[src/rtl/posit_pkg.sv]
// Shared constants for the posit<16,1> datapath.
//
// Holds the word width, exponent size, encoder field widths and the two
// special encodings. Both the decoder and its run-length counter import it.
package posit_pkg;

    localparam int POSIT_N  = 16;
    localparam int POSIT_ES = 1;

    // Field widths shared with data_posit_encoder.
    localparam int SF_W   = POSIT_N - 9;
    localparam int MANT_W = POSIT_N - 4;
    localparam int RUN_W  = $clog2(POSIT_N);

    localparam logic [POSIT_N-1:0] POSIT_ZERO = 16'h0000;
    localparam logic [POSIT_N-1:0] POSIT_NAR  = 16'h8000;

endpackage

[src/rtl/posit_lzoc.sv]
// Leading zero/one counter for the posit regime.
//
// Counts how many bits, starting at body[N-2], are equal to body[N-2].
// The result is always in 1..N-1 because the first bit always matches itself.
//
// Ports:
//   body  in  N-1    posit word without its sign bit
//   m     out RUN_W  regime run length
module posit_lzoc
    import posit_pkg::*;
#(
    parameter int N = POSIT_N
) (
    input  logic [N-2:0]     body,
    output logic [RUN_W-1:0] m
);

    logic running;

    always_comb begin
        m       = '0;
        running = 1'b1;
        for (int i = N - 2; i >= 0; i--) begin
            if (running && (body[i] == body[N-2])) begin
                m = m + RUN_W'(1);
            end else begin
                running = 1'b0;
            end
        end
    end

endmodule

[src/rtl/data_posit_decoder.sv]
// Two-stage pipelined posit<16,1> decoder.
//
// Splits a posit word into the sign / scale-factor / fraction fields that
// data_posit_encoder consumes, plus zero and NaR flags. Negative words are
// not negated; the regime and exponent are emitted in the sign-XOR form the
// encoder expects, so encoder(decoder(w)) == w with guard = sticky = 0.
//
// Ports:
//   i_clk    in   1     clock, rising edge
//   i_rst    in   1     synchronous active-high reset
//   i_valid  in   1     input word present
//   o_ready  out  1     decoder can take i_posit this cycle
//   i_posit  in   N     posit word
//   o_valid  out  1     output fields valid
//   i_ready  in   1     downstream takes the outputs
//   o_s      out  1     sign
//   o_sf     out  N-9   {rc, k field (5b), exponent field (1b)}
//   o_mant   out  N-4   raw fraction, left-aligned, zero-padded
//   o_nzn    out  1     word is neither zero nor NaR
//   o_nar    out  1     word is NaR
//
// Handshake: a word moves across an interface on a rising edge where that
// interface's valid and ready are both high. The producer holds valid and
// data steady until that edge; ready may depend combinationally on the
// consumer's ready (o_ready follows i_ready, there is no skid buffer).
module data_posit_decoder
    import posit_pkg::*;
#(
    parameter int N = POSIT_N
) (
    input  logic          i_clk,
    input  logic          i_rst,
    input  logic          i_valid,
    output logic          o_ready,
    input  logic [N-1:0]  i_posit,
    output logic          o_valid,
    input  logic          i_ready,
    output logic          o_s,
    output logic [N-10:0] o_sf,
    output logic [N-5:0]  o_mant,
    output logic          o_nzn,
    output logic          o_nar
);

    localparam int K_W = SF_W - 1 - POSIT_ES;

    // ---------------- stage 1: word capture and run length ----------------
    logic                s1_valid;
    logic                s1_s;
    logic                s1_r0;
    logic [N-4:0]        s1_tail;   // bits below the first regime bit pair
    logic                s1_zero;
    logic                s1_nar;
    logic [RUN_W-1:0]    s1_m;

    logic [RUN_W-1:0]    in_m;
    logic                s1_load;
    logic                s2_adv;

    posit_lzoc #(.N(N)) u_lzoc (
        .body (i_posit[N-2:0]),
        .m    (in_m)
    );

    // S2 takes new contents when it is empty or its word leaves this edge.
    assign s2_adv  = ~o_valid | i_ready;
    assign o_ready = ~s1_valid | s2_adv;
    assign s1_load = i_valid & o_ready;

    // ---------------- stage 2 field extraction ----------------
    // body[N-3] is either the second run bit or the terminator, so only the
    // bits below it can hold exponent/fraction. Shifting them left by m-1
    // puts the exponent bit at the top and the fraction directly below it;
    // for m >= N-2 everything shifts out, giving e = 0 and an empty fraction.
    logic [MANT_W:0]     shifted;
    logic                rc;
    logic [K_W-1:0]      k_field;
    logic                e_field;
    logic                special;
    logic [SF_W-1:0]     sf_next;
    logic [MANT_W-1:0]   mant_next;

    always_comb begin
        shifted   = s1_tail << (s1_m - RUN_W'(1));
        rc        = ~s1_r0 ^ s1_s;
        k_field   = K_W'(s1_m - RUN_W'(1)) ^ {K_W{rc}};
        e_field   = shifted[MANT_W] ^ s1_s;
        special   = s1_zero | s1_nar;
        sf_next   = special ? '0 : {rc, k_field, e_field};
        mant_next = special ? '0 : shifted[MANT_W-1:0];
    end

    always_ff @(posedge i_clk) begin
        if (i_rst) begin
            s1_valid <= 1'b0;
            s1_s     <= 1'b0;
            s1_r0    <= 1'b0;
            s1_tail  <= '0;
            s1_zero  <= 1'b0;
            s1_nar   <= 1'b0;
            s1_m     <= '0;
            o_valid  <= 1'b0;
            o_s      <= 1'b0;
            o_sf     <= '0;
            o_mant   <= '0;
            o_nzn    <= 1'b0;
            o_nar    <= 1'b0;
        end else begin
            if (o_ready) begin
                s1_valid <= i_valid;
            end
            if (s1_load) begin
                s1_s    <= i_posit[N-1];
                s1_r0   <= i_posit[N-2];
                s1_tail <= i_posit[N-4:0];
                s1_zero <= (i_posit == POSIT_ZERO);
                s1_nar  <= (i_posit == POSIT_NAR);
                s1_m    <= in_m;
            end
            if (s2_adv) begin
                o_valid <= s1_valid;
                if (s1_valid) begin
                    o_s    <= s1_s;
                    o_sf   <= sf_next;
                    o_mant <= mant_next;
                    o_nzn  <= ~special;
                    o_nar  <= s1_nar;
                end
            end
        end
    end

endmodule
[config.mk]
export PLATFORM = sky130hd
export DESIGN_NAME = data_posit_decoder
export DESIGN_NICKNAME = d
export VERILOG_FILES = /design/src/rtl/posit_pkg.sv /design/src/rtl/posit_lzoc.sv /design/src/rtl/data_posit_decoder.sv
export SDC_FILE = /design/constraint.sdc
export NUM_CORES = 1
export LEC_CHECK = 0
export CORE_MARGIN = 5
export CORE_UTILIZATION = 56
export CTS_CLUSTER_DIAMETER = 150
export CTS_CLUSTER_SIZE = 24
export DETAILED_ROUTE_END_ITERATION = 12
export GPL_TIMING_DRIVEN = 0
export PLACE_DENSITY = 0.86
export RECOVER_POWER = 50
export SYNTH_ARGS = -nofsm -noshare
export SYNTH_HDL_FRONTEND = slang
export SYNTH_SLANG_ARGS = --single-unit
[constraint.sdc]
create_clock -name i_clk -period 6 [get_ports i_clk]
set_input_delay 0.9 -clock i_clk [delete_from_list [all_inputs] [get_ports i_clk]]
set_output_delay 0.9 -clock i_clk [all_outputs]
set_load 0.02 [all_outputs]
==> results.md, run 1 <==
- Run status: complete, no violations
- Total of fill cells in the finished design: 422
- Gate family responsible for the most delay along the worst path: adder cells
- Syn. warnings: 0
- Netlist area before placement: 3230 µm²
- Non-filler cells, final: 536
- Vias in the first global route: between 3k and 4k
- Kind of end point of the critical path: flip-flop
- Count of nets after finishing: slightly below 500
- Largest net degree at the start of global routing: 14
- Placer Congestion: 0.952
- Maximum clock insertion buffer count: 2
- HPWL Detailed: 6720 µm
- Synthesized instance count: ~410
- Design Power: around 0.8 mW
- Starting Density: 58.0%
- Max Fclk: 173 MHz
- Post-route worst setup slack: between 200 and 250 ps
- Classification of the worst-slack hold path: reg -> reg
- Chip Height: 86.0 µm
- Number of rows created at floorplan: 27
- Shortest period the worst path allows: 5790 ps
- Primary flip-flop cell chosen by synthesis mapping: dfxtp_1
- Startpoint types: input pin
- Final hold slack: around 470 ps
- Max_cap viols: 0
- Cell Area, Placed: ~3700 µm²
- Residual DRC count: 0
- Total die area: between 7000 and 8000 µm²
- Largest stage delay, worst path: 690 ps
- Wire length of the first global-routing pass: between 10000 and 15000 µm
- Worst Path Required: around 6200 ps
- Power density relative to cell area: 201 nW/µm²
- Post-synthesis register bit count: 45
- Average routed wire per standard cell: about 17 µm
- Cell accounting for the most synthesized area: dfxtp_1
- Proportion of register bits with asynchronous set or reset after synthesis: 0%
- Area used by multi-input combinational logic: 2240 µm²
- Via Count: 3413
- Fin area: 3960 µm²
- Number of hold-slack violations in the final timing report: 0
- Clock transition at path regs: 80 ps
- Share of Yosys cell area claimed by the top area cell type: 27.9%
- Antenna diode count: 0
- Category of the most critical setup path: in -> reg
- Sequential element share of the synthesized area: 27.9%
- Leading cell types by count after synthesis: nand2_1, dfxtp_1, nor2_1
- Arr. time, crit path: 6030 ps
- Most frequently used cell type in the post-synthesis netlist: nand2_1
- Die span in x: between 80 and 90 µm
- Synth cell types: between 60 and 70
- Setup clock skew after layout: 7.80 ps
- Setup-violating endpoint count in the final report: 0
- Slew margin rel.: 53.3%
- Maximum ir drop on the vdd rail: 0.121 mV
- Quantity of hold-fixing buffers added after cts: 0
- Average instance area after synthesis: slightly below 8 µm²
- Clk root buf: clkbuf_8
- Final core area utilization: 71.1%
- WP buf/inv: 2
- Critical path peak fanout: 8
- Number of placed I/O pins: 44
- Max stage delay cell, worst path: clkdlybuf4s50_1
- Number of enable flip-flop cells after synthesis: 0
- Leakage Power: 1.54 nW
- Clock buffers created by TritonCTS: 5
- Pin slew with the least headroom to its limit: about 700 ps
- Synthesized netlist net count: 440
- Avg Vias per Cell: 6.37
- Crit path top cell by count: nand2_1
- Total negative slack for setup checks: 0 ps
- H-tree levels: 2
- Portion of the clock cycle consumed by the worst path in the final layout: 96.5%
- Number of antenna-violating nets in the routed design: 0
- Share of final-layout standard cells stronger than drive strength 1: 11.6%
- Std-Cell Core Area: 5570 µm²
- Total gr overflow: 0
- GRT Resource Usage Total: 23.9%
- Final max-slew violation count: 0
- Number of detailed-route iterations in the first pass: 5
- Initial antenna violation count: 0
- Clock insertion delay at the later pin of the skew report: 300 ps
- Number of DRC violations after detailed-routing iteration 0: 357
- Area used by sequential logic in the layout: approximately 900 µm²
- Sinks on Clock Net: 45
- Layout-stage area growth over the synthesis result: 22.6%
- Worst Setup Slack post-DPL: -989 ps
- Port Buf Inserts: 38
- Total length of routed wires: between 8000 and 9000 µm
- Leading post-synthesis cells by cell area: dfxtp_1, nand2_1, mux2i_1, a21oi_1, nor2_1
- Inst Count DP: 521
- CTS tree: done
[cells in the final DEF (no fill, tap or decap), types with 5 or more instances in the layout]
cell type         n
nor2_1           44
ha_1              6
clkbuf_1         23
mux2_2            8
mux2i_1          18
nand3_1          10
xor2_1            8
nand2_1          54
a21oi_1          36
dlygate4sd3_1    25
inv_1             9
a22oi_1          18
dfxtp_1          45
clkdlybuf4s50_1  12
o21ai_0          18
nor3_1            5
mux4_2            6
nor4_1            7
xnor2_1           6
buf_4             7
clkbuf_8          7
[registers in the layout, indices dropped and copies added, names as in the netlist]
signal	cells
s1_tail	13
o_mant	12
o_sf	7
s1_m	4
o_nar	1
o_nzn	1
o_s	1
o_valid	1
s1_nar	1
s1_r0	1
s1_s	1
s1_valid	1
s1_zero	1
[cell families after synthesis]
group / synth area share (%)
and+or+nand+nor: 25.3
muxes: 13.3
AOI/OAI and AO/OA: 21.3
DFF: 27.9
xor gates and xnor gates: 3.79
buffers and inverters: 4.95
adders and majority gates: 3.48
[worst paths after layout]
| path | startpoint | end | slack [ps] | depth (start not counted) |
|---|---|---|---|---|
| hold reg to reg | s1_tail[12]$_SDFFE_PP0P_ | s1_tail[12]$_SDFFE_PP0P_ | 470 | 2 |
| hold / removal | s1_tail[12]$_SDFFE_PP0P_ | s1_tail[12]$_SDFFE_PP0P_ | 470 | 2 |
| setup reg to reg | s1_m[0]$_SDFFE_PP0P_ | o_mant[10]$_SDFFE_PP0P_ | 2830 | 11 |
| setup / recovery | i_posit[12] | s1_m[2]$_SDFFE_PP0P_ | 210 | 25 |
[worst register-to-register path: stages (launching register included)]
cell and delay (ps):
dfxtp_1 310, clkbuf_1 300, clkinv_1 350, ha_1 390
clkbuf_1 320, buf_1 440, nand2_1 100, o21ai_0 360
mux2i_1 140, o21ai_0 190, a22oi_1 90, nor2_1 120
[power by group]
group | internal, mW | switching, mW
Combinational | 0.0997 | 0.138
Clock | 0.136 | 0.102
Sequential | 0.311 | 0.00958
Total | 0.547 | 0.249
[area by class of cell]
class                           count  area share (%)
Inverter                           10           0.947
Clock inverter                      1           0.758
Clock buffer                        7            2.18
Timing Repair Buffer               45            11.0
Buffer                             30            3.63
Sequential cell                    45            22.7
Tap cell                           72            2.27
Multi-Input combinational cell    326            56.5
[routing by layer]
| metal | share of wire, % | global-route usage (%) |
|---|---|---|
| met3 | 6.7 | 3.46 |
| met5 | 0 | 0 |
| met1 | 40 | 27.8 |
| met2 | 51 | 43.2 |
| met4 | 2.8 | 10.5 |
[timing repair]
| action | 4_1_cts | 5_1_grt |
|---|---|---|
| gates resized for setup | 10 | 13 |
| setup endpoints to repair | 2 | 1 |
| pin swaps | 1 | 2 |
| endpoints found under the hold margin | 0 | 0 |
| buffers inserted | 2 | 5 |
(Power assumes the default switching activity.)
==> run 2: changes to the inputs <==
--- a/config.mk
+++ b/config.mk
@@ -13,6 +13,7 @@
 export GPL_TIMING_DRIVEN = 0
 export PLACE_DENSITY = 0.86
 export RECOVER_POWER = 50
+export SKIP_CTS_REPAIR_TIMING = 1
 export SYNTH_ARGS = -nofsm -noshare
 export SYNTH_HDL_FRONTEND = slang
 export SYNTH_SLANG_ARGS = --single-unit
==> results.md, run 2 (same netlist as run 1, synthesis figures left out) <==
- Run status: complete, no violations
- Std-Cell Core Area: 5570 µm² (unchanged)
- Shortest period the worst path allows: 5820 ps (+32.6 ps)
- Clk root buf: clkbuf_8
- Arr. time, crit path: 6060 ps (+30 ps)
- Starting Density: 58.0% (unchanged)
- Worst hold path startpoint: s1_m[1]$_SDFFE_PP0P_
- Biggest registers after layout: s1_tail (13), o_mant (12), o_sf (7)
- Detail Route met3 WL: 614 µm (+2.2%)
- Number of placed I/O pins: 44 (unchanged)
- Total of fill cells in the finished design: 418 (-0.95%)
- Critical path startpoint: i_posit[13]
- Combinational cell fraction of total power: 29.8% (about the same)
- Maximum ir drop on the vdd rail: 0.120 mV (-1.1%)
- Power density relative to cell area: 199 nW/µm² (-0.85%)
- Largest net degree at the start of global routing: 14 (unchanged)
- Number of antenna-violating nets in the routed design: 0 (unchanged)
- Clock insertion delay at the later pin of the skew report: 300 ps (about the same)
- CTS tree: done
- Routed length on met2: 4560 µm (about the same)
- Flip-flop count of the largest register, all copies and words added: 13 (unchanged)
- Placer Congestion: 0.952 (unchanged)
- Critical path peak fanout: 6 (-2)
- Depth of the worst hold-timing path: 2 (unchanged)
- GRT Resource Usage Total: 23.7% (-0.24 points)
- Sequential share of power: 40.5% (+0.2 points)
- Vias in the first global route: 3163 (-2.2%)
- Setup clock skew after layout: 6.55 ps (-1.24 ps)
- Switching share of total power: 31.1% (-0.19 points)
- Avg Vias per Cell: 6.29 (-1.2%)
- Category of the most critical setup path: in -> reg
- Slew margin rel.: 49.3% (-4.0 points)
- Share of final-layout standard cells stronger than drive strength 1: 12.1% (+0.49 points)
- Total gr overflow: 0 (unchanged)
- Classification of the worst-slack hold path: reg -> reg
- Net switching component of the power: 0.246 mW (-0.93%)
- Total length of routed wires: 9030 µm (+0.55%)
- Setup-violating endpoint count in the final report: 0 (unchanged)
- Count of nets after finishing: 498 (+1.2%)
- Number of rows created at floorplan: 27 (unchanged)
- HPWL Detailed: 6720 µm (unchanged)
- Number of detailed-route iterations in the first pass: 5 (unchanged)
- Maximum clock insertion buffer count: 2 (unchanged)
- Relative contribution of the clock network to total power: 29.7% (about the same)
- Leakage Power: 1.58 nW (+2.5%)
- Number of cell instances on the worst register-to-register path: 11 (unchanged)
- Pin slew with the least headroom to its limit: 740 ps (+41.9 ps)
- Int Pwr: 0.547 mW (about the same)
- Die span in x: 86.0 µm (unchanged)
- Chip Height: 86.0 µm (unchanged)
- R2r setup slk: 2810 ps (-20 ps)
- Final hold slack: 474 ps (+2.13 ps)
- Initial antenna violation count: 0 (unchanged)
- Clock buffers created by TritonCTS: 5 (unchanged)
- Average routed wire per standard cell: 16.7 µm (-0.57%)
- WHS Endpoint: s1_m[1]$_SDFFE_PP0P_
- Crit Reg-Reg Startpoint: s1_m[0]$_SDFFE_PP0P_
- Antenna diode count: 0 (unchanged)
- Number of hold-slack violations in the final timing report: 0 (unchanged)
- Design Power: 0.793 mW (-0.32%)
- Kind of end point of the critical path: flip-flop
- Most common cell after layout, fill and taps aside: nand2_1
- Number of DRC violations after detailed-routing iteration 0: 362 (+1.4%)
- Max_cap viols: 0 (unchanged)
- Uppermost layer routed: met4
- Final core area utilization: 71.5% (+0.38 points)
- Worst Path Required: 6240 ps (about the same)
- Final max-slew violation count: 0 (unchanged)
- Wire length of the first global-routing pass: 14400 µm (-1.1%)
- Portion of the clock cycle consumed by the worst path in the final layout: 97.0% (+0.54 points)
- Met1 wire length: 3590 µm (+0.36%)
- Most frequent cells in the layout: nand2_1, nor2_1, dfxtp_1, a21oi_1, dlygate4sd3_1
- Via Count: 3410 (-0.088%)
- Residual DRC count: 0 (unchanged)
- Max Fclk: 172 MHz (-0.56%)
- Largest register by flop count: s1_tail
- Layout-stage area growth over the synthesis result: 23.3%
- Sinks on Clock Net: 45 (unchanged)
- Reg-to-reg endpoint: o_mant[10]$_SDFFE_PP0P_
- Port Buf Inserts: 38 (unchanged)
- H-tree levels: 2 (unchanged)
- Startpoint types: input pin
- Total die area: 7390 µm² (unchanged)
- Clock transition at path regs: 80 ps (about the same)
-- run 2: stage by stage --
stage	std cells	area, µm²	TNS [ps]	worst slack, ps
floorplan	411	3230	0	382
global placement	521	3700	-1280	-778
detailed placement	521	3700	-1840	-989
CTS	529	3820	-1020	-685
global route	542	3990	-29.7	-29.7
finish	542	3990	0	178
-- run 2: layout make-up --
type | instances | area [µm²] | area share, %
multi-input combinational | 326 | 2210 | 55.6
sequential | 45 | 901 | 22.6
timing repair buffer | 51 | 483 | 12.1
buffer | 30 | 143 | 3.58
tap | 72 | 90.1 | 2.26
clock buffer | 7 | 86.3 | 2.17
inverter | 10 | 37.5 | 0.942
clock inverter | 1 | 30.0 | 0.754
-- run 2: power by group through the flow --
stage	Combinational [mW]	Sequential (mW)	Clock (mW)
2_1_floorplan	0.149	0.333	0
3_3_place_gp	0.211	0.327	0
3_5_place_dp	0.220	0.328	0
4_1_cts	0.222	0.321	0.237
5_1_grt	0.256	0.323	0.248
6_report	0.237	0.321	0.235
-- run 2: worst max path at each step --
| stage | slack, ps | endpoint | cells after the start |
|---|---|---|---|
| after floorplan | 380 | s1_m[2]$_SDFFE_PP0P_ | 26 |
| after global placement | -780 | s1_m[2]$_SDFFE_PP0P_ | 27 |
| after detailed placement | -990 | s1_m[2]$_SDFFE_PP0P_ | 27 |
| after CTS | -690 | s1_m[2]$_SDFFE_PP0P_ | 27 |
| after global routing | -30 | s1_m[2]$_SDFFE_PP0P_ | 25 |
| final | 180 | s1_m[2]$_SDFFE_PP0P_ | 25 |
-- run 2: metal layers --
metal,vias up,GRT usage [%]
met5,-,0
met4,0,10.1
met3,32,3.27
met2,160,42.5
met1,1611,28.0
li1,1607,-
-- run 2: critical path, stage by stage --
cell and delay, ps:
clkdlybuf4s50_1 530, and4_1 340, mux2i_4 270, a21oi_1 100, a21oi_2 170, inv_1 70, ha_1 320, nand2_1 80
nand2_1 50, ha_1 320, o21ai_1 140, a22oi_1 110, ha_1 320, mux2_2 280, mux2_2 300, ha_4 280
nand2_1 50, a31oi_1 190, ha_2 200, nor2b_2 150, a22oi_1 70, a21oi_1 150, o21ai_1 90, or4b_1 510
nand3_1 90
